**src/rtl/pc_pkg.sv**
```systemverilog
// Shared definitions for the next-PC sequencer: PC width, default vectors and FSM state encodings.
// The trap vector default is only consumed when pc_sequencer is built with PC_TRAP_EN.
package pc_pkg;

   localparam int PC_W = 16;

   localparam logic [PC_W-1:0] DEF_RESET_VEC = 16'h0000;
   localparam logic [PC_W-1:0] DEF_TRAP_VEC  = 16'h0010;

   typedef enum logic [1:0] {
      ST_BOOT  = 2'b00,
      ST_RUN   = 2'b01,
      ST_FLUSH = 2'b10,
      ST_HALT  = 2'b11
   } pcState_t;

endpackage

```
**src/rtl/pc_flush_ctr.sv**
```systemverilog
// Loadable 3-bit down-counter that times the IF/ID flush window after a redirect.
// A load wins over hold; the count stops at zero and the zero flag reports it.
module pc_flush_ctr (
   input  logic       clk,
   input  logic       rst,
   input  logic       load,
   input  logic       hold,
   input  logic [2:0] loadValue,
   output logic [2:0] count,
   output logic       zero
);

   // Count register: cleared asynchronously so flush drops the moment reset is seen.
   // A hazard stall holds the count so the flush window stretches with the frozen pipeline.
   always_ff @(posedge clk or posedge rst) begin
      if (rst) begin
         count <= 3'd0;
      end else if (load) begin
         count <= loadValue;
      end else if (!hold && (count != 3'd0)) begin
         count <= count - 3'd1;
      end
   end

   assign zero = (count == 3'd0);

endmodule

```
**src/rtl/pc_sequencer.sv**
```systemverilog
// Next-PC controller for the fetch stage: boot vector, sequential fetch, branch, stall and halt.
// Define PC_TRAP_EN to add the trap_req port and the TRAP_VEC redirect path.
module pc_sequencer
   import pc_pkg::*;
#(
   parameter logic [PC_W-1:0] RESET_VEC    = DEF_RESET_VEC,
`ifdef PC_TRAP_EN
   parameter logic [PC_W-1:0] TRAP_VEC     = DEF_TRAP_VEC,
`endif
   parameter int              INC          = 2,
   parameter int              FLUSH_CYCLES = 2
) (
   input  logic            clk,
   input  logic            rst,
   input  logic            stall,
   input  logic            br_taken,
   input  logic [PC_W-1:0] br_target,
   input  logic            halt,
   input  logic            resume,
`ifdef PC_TRAP_EN
   input  logic            trap_req,
`endif
   input  logic [PC_W-1:0] pc_cur,
   output logic [PC_W-1:0] pc_next,
   output logic            pc_wr_en,
   output logic            flush,
   output logic [1:0]      state
);

   localparam logic [PC_W-1:0] INC_VAL   = PC_W'(INC);
   localparam logic [2:0]      FLUSH_VAL = 3'(FLUSH_CYCLES);

   pcState_t        curState;
   pcState_t        nextState;
   logic [PC_W-1:0] seqPc;
   logic [PC_W-1:0] branchPc;
   logic            ctrLoad;
   logic            ctrHold;
   logic [2:0]      ctrCount;
   logic            ctrZero;

   // Sequential fetch wraps modulo 2^16; with 2-byte fetch the target is kept halfword aligned.
   assign seqPc = pc_cur + INC_VAL;

   always_comb begin
      branchPc = br_target;
      if (INC == 2) begin
         branchPc[0] = 1'b0;
      end
   end

   // State register: reset always lands in BOOT so the boot vector is written on release.
   always_ff @(posedge clk or posedge rst) begin
      if (rst) begin
         curState <= ST_BOOT;
      end else begin
         curState <= nextState;
      end
   end

   // Next-state and PC source selection. Redirects take effect in the same cycle they are
   // requested; the priority chain is trap, branch, halt, stall, then sequential fetch.
   // FLUSH leaves for RUN on the cycle the counter is about to reach zero, so the FLUSH
   // state and the flush output stay aligned.
   always_comb begin
      nextState = curState;
      pc_next   = pc_cur;
      pc_wr_en  = 1'b0;
      ctrLoad   = 1'b0;
      ctrHold   = 1'b0;
      case (curState)
         ST_BOOT: begin
            pc_next   = RESET_VEC;
            pc_wr_en  = ~rst;
            nextState = ST_RUN;
         end
         ST_RUN, ST_FLUSH: begin
`ifdef PC_TRAP_EN
            if (trap_req) begin
               pc_next   = TRAP_VEC;
               pc_wr_en  = 1'b1;
               ctrLoad   = 1'b1;
               nextState = ST_FLUSH;
            end else
`endif
            if (br_taken) begin
               pc_next   = branchPc;
               pc_wr_en  = 1'b1;
               ctrLoad   = 1'b1;
               nextState = ST_FLUSH;
            end else if (halt) begin
               nextState = ST_HALT;
            end else if (stall) begin
               ctrHold = 1'b1;
            end else begin
               pc_next  = seqPc;
               pc_wr_en = 1'b1;
               if ((curState == ST_FLUSH) && (ctrCount <= 3'd1)) begin
                  nextState = ST_RUN;
               end
            end
         end
         ST_HALT: begin
`ifdef PC_TRAP_EN
            if (trap_req) begin
               pc_next   = TRAP_VEC;
               pc_wr_en  = 1'b1;
               ctrLoad   = 1'b1;
               nextState = ST_FLUSH;
            end else
`endif
            if (resume) begin
               pc_next   = seqPc;
               pc_wr_en  = 1'b1;
               nextState = ST_RUN;
            end
         end
         default: begin
            nextState = ST_BOOT;
         end
      endcase
   end

   pc_flush_ctr u_flush_ctr (
      .clk       (clk),
      .rst       (rst),
      .load      (ctrLoad),
      .hold      (ctrHold),
      .loadValue (FLUSH_VAL),
      .count     (ctrCount),
      .zero      (ctrZero)
   );

   assign flush = ~ctrZero;
   assign state = curState;

endmodule

```
**config.mk**
```make
export PLATFORM = sky130hd
export DESIGN_NAME = pc_sequencer
export DESIGN_NICKNAME = d
export VERILOG_FILES = /design/src/rtl/pc_pkg.sv /design/src/rtl/pc_flush_ctr.sv /design/src/rtl/pc_sequencer.sv
export SDC_FILE = /design/constraint.sdc
export NUM_CORES = 1
export LEC_CHECK = 0
export ABC_AREA = 0
export CAP_MARGIN = 20
export CORE_MARGIN = 3
export CORE_UTILIZATION = 30
export CTS_CLUSTER_DIAMETER = 30
export DETAILED_ROUTE_END_ITERATION = 8
export GPL_TIMING_DRIVEN = 1
export HOLD_SLACK_MARGIN = 0.05
export PLACE_DENSITY_LB_ADDON = 0.05
export RECOVER_POWER = 100
export SYNTH_ARGS = -nofsm -noshare
export SYNTH_HDL_FRONTEND = slang
export SYNTH_SLANG_ARGS = --single-unit
```
**constraint.sdc**
```tcl
create_clock -name clk -period 1.8 [get_ports clk]
set_input_delay 0.36 -clock clk [delete_from_list [all_inputs] [get_ports clk]]
set_output_delay 0.36 -clock clk [all_outputs]
set_load 0.005 [all_outputs]
```
After elaboration in Yosys (flattened, before gate mapping)
Cells that the tools add are included.

Memory bits (writable): 0. Memories kept: 0. Register bits: 5. Bits in latches: 0. Bits in read-only memories: 0. Word-level logic and storage cells: 46.

$add $sub $neg: 2. Multiply operators: 0. $lt $le $gt $ge: 1. Shift-type cells: 0. Reductions and logical operators: 9. Equality and inequality tests: 6. Bitwise gates (word level): 2. Div/mod/pow operators: 0. Mux-type cells: 24.

Operator list (number): $mux 16 (4); $pmux 16 s3 (1); $add 16x2->16 const B (1); $mux 1 (10); $mux 2 (5); $ne 4x4->1 const B (2); $mux 3 (2); $pmux 2 s3 (1); $eq 2x2->1 const B (2); $le 3x1->1 const B (1); $logic_not 3->1 (1); $pmux 1 s3 (1); $reduce_and 3->1 (1); $reduce_bool 3->1 (1); $sub 3x1->3 const B (1); $eq 2x1->1 const B (1); $logic_and 1x1->1 (2); $logic_not 2->1 (1); $ne 2x2->1 const B (1); $not 1->1 (2); $reduce_bool 2->1 (1); $reduce_or 2->1 (1); $logic_not 1->1 (1).

Depth between registers and ports, before layout
Depth after elaboration: 8. Gate-level depth with buffers: 9. Gate-level depth less buffers: 7.

Cells and area by module
From an unflattened synthesis, not the netlist that was laid out.

Cells, all modules: 157. Area, all modules: 1074.8 µm².

Modules (own cells, without submodules): pc_sequencer (cells each 137, area each 880.8 µm², sequential area each 50.0 µm², times used 1); pc_flush_ctr (cells each 20, area each 193.9 µm², sequential area each 75.1 µm², times used 1).

Worst setup path after synthesis
OpenSTA, ideal clock, no wires.

Path type: register to output. Start: reg curState[0] (netlist: state[0]). End: out pc_next[5]. Stages on the path, launching flop included: 10. Data arrival time: 1.697 ns. Data required time: 1.440 ns. Slack: -0.257 ns. Path through: dfrtp_1 > inv_1 > ha_1 > buf_4 > nor2b_4 > a22oi_4 > buf_6 > inv_2 > a222oi_1 > nor2_1.

Cells in the longest elaborated chain, start to end: 3. Elaborated cells on any way between the ends: 6.

RTL lines: from (decl) (line pc_sequencer.sv:33) `pcState_t curState;`; from (signal assigned) (line pc_sequencer.sv:57) `curState <= nextState;`; $eq 2x2->1 or $eq 2x1->1 (tied branches) (line pc_sequencer.sv:71) `case (curState)`; $reduce_or 2->1 (line pc_sequencer.sv:71); $pmux 16 s3 (*) (line pc_sequencer.sv:71); to (decl) (line pc_sequencer.sv:24) `output logic [PC_W-1:0] pc_next,`.

Every way passes the cells marked *; elsewhere a longest branch is shown, timed or not.

Worst setup path in the final report
Start: reg curState[0] (netlist: state[0]). End: out pc_next[7].

The elaborated chain is that of the path after synthesis.

==> qor.log <==
qor: synthesis.synthesis.nets 190
qor: floorplan.design.core.area 0.00339 sq mm
qor: place.buffer_ports.inserted 56
qor: drt.drt_iter0_markers 59
qor: cts.clockRootBuffer clkbuf_4
qor: synthesis.yosys.area_share.simple 33.9%
qor: layout.share_of_final_layout_standard_cells_stronger_than_drive_strength_1 49.6%
qor: cts.holdBufCountCts 0
qor: power.peak_vdd_ir 508 uV
qor: critical_path.timing.reg2reg.setup_slack 170 ps
qor: drt.route.detailed.drc 0
qor: synthesis.synth-edff-count 0
qor: global_route.grt_antenna_before_repair 0
qor: sta.finalCriticalPeriod 2280 ps
qor: floorplan.initial_core_util 31.6%
qor: sta.timing.max_slew.rel_slack 81.2%
qor: place.placed_cells 279
qor: global_route.grt_pass1_vias 1582
qor: power.combinationalPowerShare 88.2%
qor: critical_path.startpoint state[0]
qor: sta.hold_slack 487 ps
qor: synthesis.dominant_cell_by_count_in_the_synthesized_netlist nand2_1
qor: sta.rsz0062_at_grt true
qor: place.detailedPlacementHpwl 3120 um
qor: cts.cts.sink_count 5
qor: synthesis.synthTopCellsByCount 13 x nand2_1, 12 x nor2_1, 10 x a21oi_1, 8 x a22oi_1, 8 x ha_1
qor: critical_path.critPathLaunchType flop
qor: sta.drv_slew 0
qor: sta.finalClockSkew 1.57 ps
qor: floorplan.core.rowCount 21
qor: sta.ratio_of_final_minimum_period_to_clock_period 127%
qor: critical_path.top_fanout_value_on_the_critical_path 5
qor: drt.via_per_inst 5.16
qor: cts.clock_insertion_delay_worst_skew 250 ps
qor: cts.clk_transition_reported_paths 50 ps
qor: layout.insertedDiodeCount 0
qor: synthesis.synth_async_sr_flop_share 100%
qor: floorplan.die_x 65.7 um
qor: cts.tritoncts_clock_tree yes
qor: floorplan.floorplan.die.height 65.7 um
qor: synthesis.netlist-cell-type-count 49
qor: drt.drt-wirelength-per-cell 13.8 um
qor: critical_path.timing.critical_path.required 1440 ps
qor: synthesis.dominant_synthesized_flop_cell dfrtp_1
qor: layout.layoutNonFillerInstCount 300
qor: layout.filler_cell_count 301
qor: hold_path.worstHoldPathType primary input to async pin
qor: sta.finalWorstSetupSlack -480 ps
qor: synthesis.synthesis.area_per_instance 7.43 sq um
qor: synthesis.synth_top_area_share 11.7%
qor: global_route.grtUsageTotal 20.1%
qor: critical_path.critPathArrivalTime 1920 ps
qor: critical_path.worstPathCellList inv_2 -> ha_4 -> nor2b_4 -> a22oi_4 -> buf_6 -> o211ai_1 -> o21ai_1 -> a21oi_1 -> buf_2
qor: cts.cts_inserted_buffers 3
qor: cts.clockBufferDepth 2
qor: critical_path.cp_slowest_stage_delay 370 ps
qor: synthesis.synth_largest_area_cell dfrtp_1
qor: synthesis.yosysWarnings 0
qor: critical_path.timing_worst_setup_path_type flop to primary output
qor: synthesis.largest_family_of_logic_cells_by_synthesized_area simple AND/OR/NAND/NOR gates
qor: power.static_leakage 0.00100 uW
qor: run_status.status complete, but fails checks
qor: synthesis.synth-adder-area-share 9.36%
qor: sta.setup_viol 17
qor: drt.final_antenna_net_count 0
qor: synthesis.synth_area_leaders dfrtp_1 12%, ha_1 9.4%, a22oi_1 5.6%
qor: layout.layout.area.seq 125 sq um
qor: synthesis.yosys.area_share.xor_xnor 8.19%
qor: synthesis.post_synth_inst_count 144
qor: place.place_congestion 0.858
qor: cts.number_of_levels_the_h_tree_was_split_into 1
qor: floorplan.fp.dieArea 0.00432 sq mm
qor: power.cellPowerDensity 1290 mW/mm^2
qor: layout.multi_input_area 0.00111 sq mm
qor: drt.via_count 1547
qor: critical_path.worst_r2r_endpoint state[0]
qor: critical_path.worst_path_max_delay_cell dfrtp_1
qor: synthesis.syn-cell-area 0.00107 sq mm
qor: critical_path.reg2reg_depth 7
qor: global_route.grt_pass1_wl 6990 um
qor: floorplan.top_level_ports 58
qor: power.p_sw 1250 uW
qor: critical_path.critPathCapture pc_next[7]
qor: synthesis.multiplexer_share_of_the_synthesized_area 0%
qor: drt.detail_route.wirelength 4150 um
qor: sta.worst_pin_slew 279 ps
qor: run_status.failing_checks negative setup slack
qor: global_route.largest_net_degree_at_the_start_of_global_routing 13
qor: layout.postLayoutCellArea 0.00226 sq mm
qor: sta.hold_viol_final 0
qor: critical_path.rr_startpoint u_flush_ctr.count[0]
qor: synthesis.synth-compound-area-share 30.8%
qor: layout.nets 301
qor: layout.area_growth_syn_to_layout 111%
qor: power.power_report.internal_total 1660 uW
qor: place.postPlaceCellArea 0.00197 sq mm
qor: synthesis.synth.ff_latch_count 5
qor: synthesis.synth_seq_area_share 11.7%
qor: flow_run.timing.max_cap.violations 0
qor: power.seqPwrFrac 6.9%
qor: critical_path.end_kind primary output
qor: power.sw_share 43.1%
qor: power.clockPowerShare 4.8%
qor: global_route.globalRouteOverflowTotal 0
qor: sta.fmax 439 MHz
qor: drt.drt_pass1_iterations 4
qor: sta.setup_total_negative_slack -6710 ps
-- critical path, delay by kind of cell, from the launching register on --
kind / cells / cell delay, ps
adder cells (fa/ha/maj): 1 / 280
flip-flops: 1 / 370
AO/OA/AOI/OAI: 4 / 480
buffers and inverters: 3 / 330
AND/OR/NAND/NOR: 1 / 200
-- sequential cells by signal (all words and copies together), names as in the netlist --
signal / flops
state: 2
u_flush_ctr.count: 3
-- cells in the final DEF, fill, tap and decap left out, types with 4 or more instances in the layout --
cell,netlist,routed
a22oi_1,8,7
clkdlybuf4s50_1,0,22
nor2_1,12,11
a21oi_1,10,7
clkdlybuf4s15_2,0,6
buf_2,1,17
buf_4,2,47
nand2_1,13,11
nand3_1,7,6
dfrtp_1,5,5
xnor2_1,5,5
dlygate4sd2_1,0,6
buf_6,1,6
ha_1,8,5
inv_2,1,4
xor2_1,5,5
-- per-stage QoR --
step	power [uW]	util (%)	setup slack, ps
after floorplan	1320	-	-198
after global placement	2410	58.1	-866
after detailed placement	2430	58.1	-882
after CTS	2800	65.2	-495
after global routing	3170	66.7	-642
final	2910	66.7	-480
-- metal layers --
metal | part of all wire [%] | wire (um) | track usage (%)
met5 | 0 | 0 | 0
met4 | 1.1 | 47 | 6.48
met3 | 4.1 | 172 | 2.05
met2 | 54 | 2250 | 37.0
met1 | 40 | 1680 | 24.0
-- power groups by stage --
stage               Clock (uW)  Sequential, uW  Combinational, uW
global placement             0             213               2190
global route               152             205               2810
finish                     140             202               2570
detailed placement           0             216               2220
CTS                        143             197               2460
floorplan                    0             216               1110
-- cell families after synthesis --
kind of cell / after synthesis
xor gates and xnor gates: 10
DFF: 5
adders and majority gates: 8
and+or+nand+nor: 62
buffers and inverters: 13
AOI/OAI and AO/OA: 46
-- area by class of cell --
type / count / area share, %
multi-input combinational: 127 / 49.1
timing repair buffer: 111 / 40.5
sequential: 5 / 5.53
tap: 46 / 2.54
clock buffer: 4 / 1.16
inverter: 7 / 1.16
-- timing repair --
action / CTS / global route
cloned: 1 / 0
setup endpoints to repair: 18 / 18
buffers inserted: 15 / 1
pin swaps: 34 / 13
hold endpoints to repair: 0 / 0
resized for setup: 136 / 13
-- worst min-delay path by stage --
stage	start	end	slack, ps	depth (start not counted)
global route	rst	state[1]	500	2
global placement	u_flush_ctr.count[1]	u_flush_ctr.count[1]	530	2
floorplan	rst	state[0]	140	1
finish	rst	state[1]	490	2
detailed placement	u_flush_ctr.count[1]	u_flush_ctr.count[1]	540	2
CTS	rst	state[0]	360	2
No activity file was read; power rests on OpenSTA's default activity.
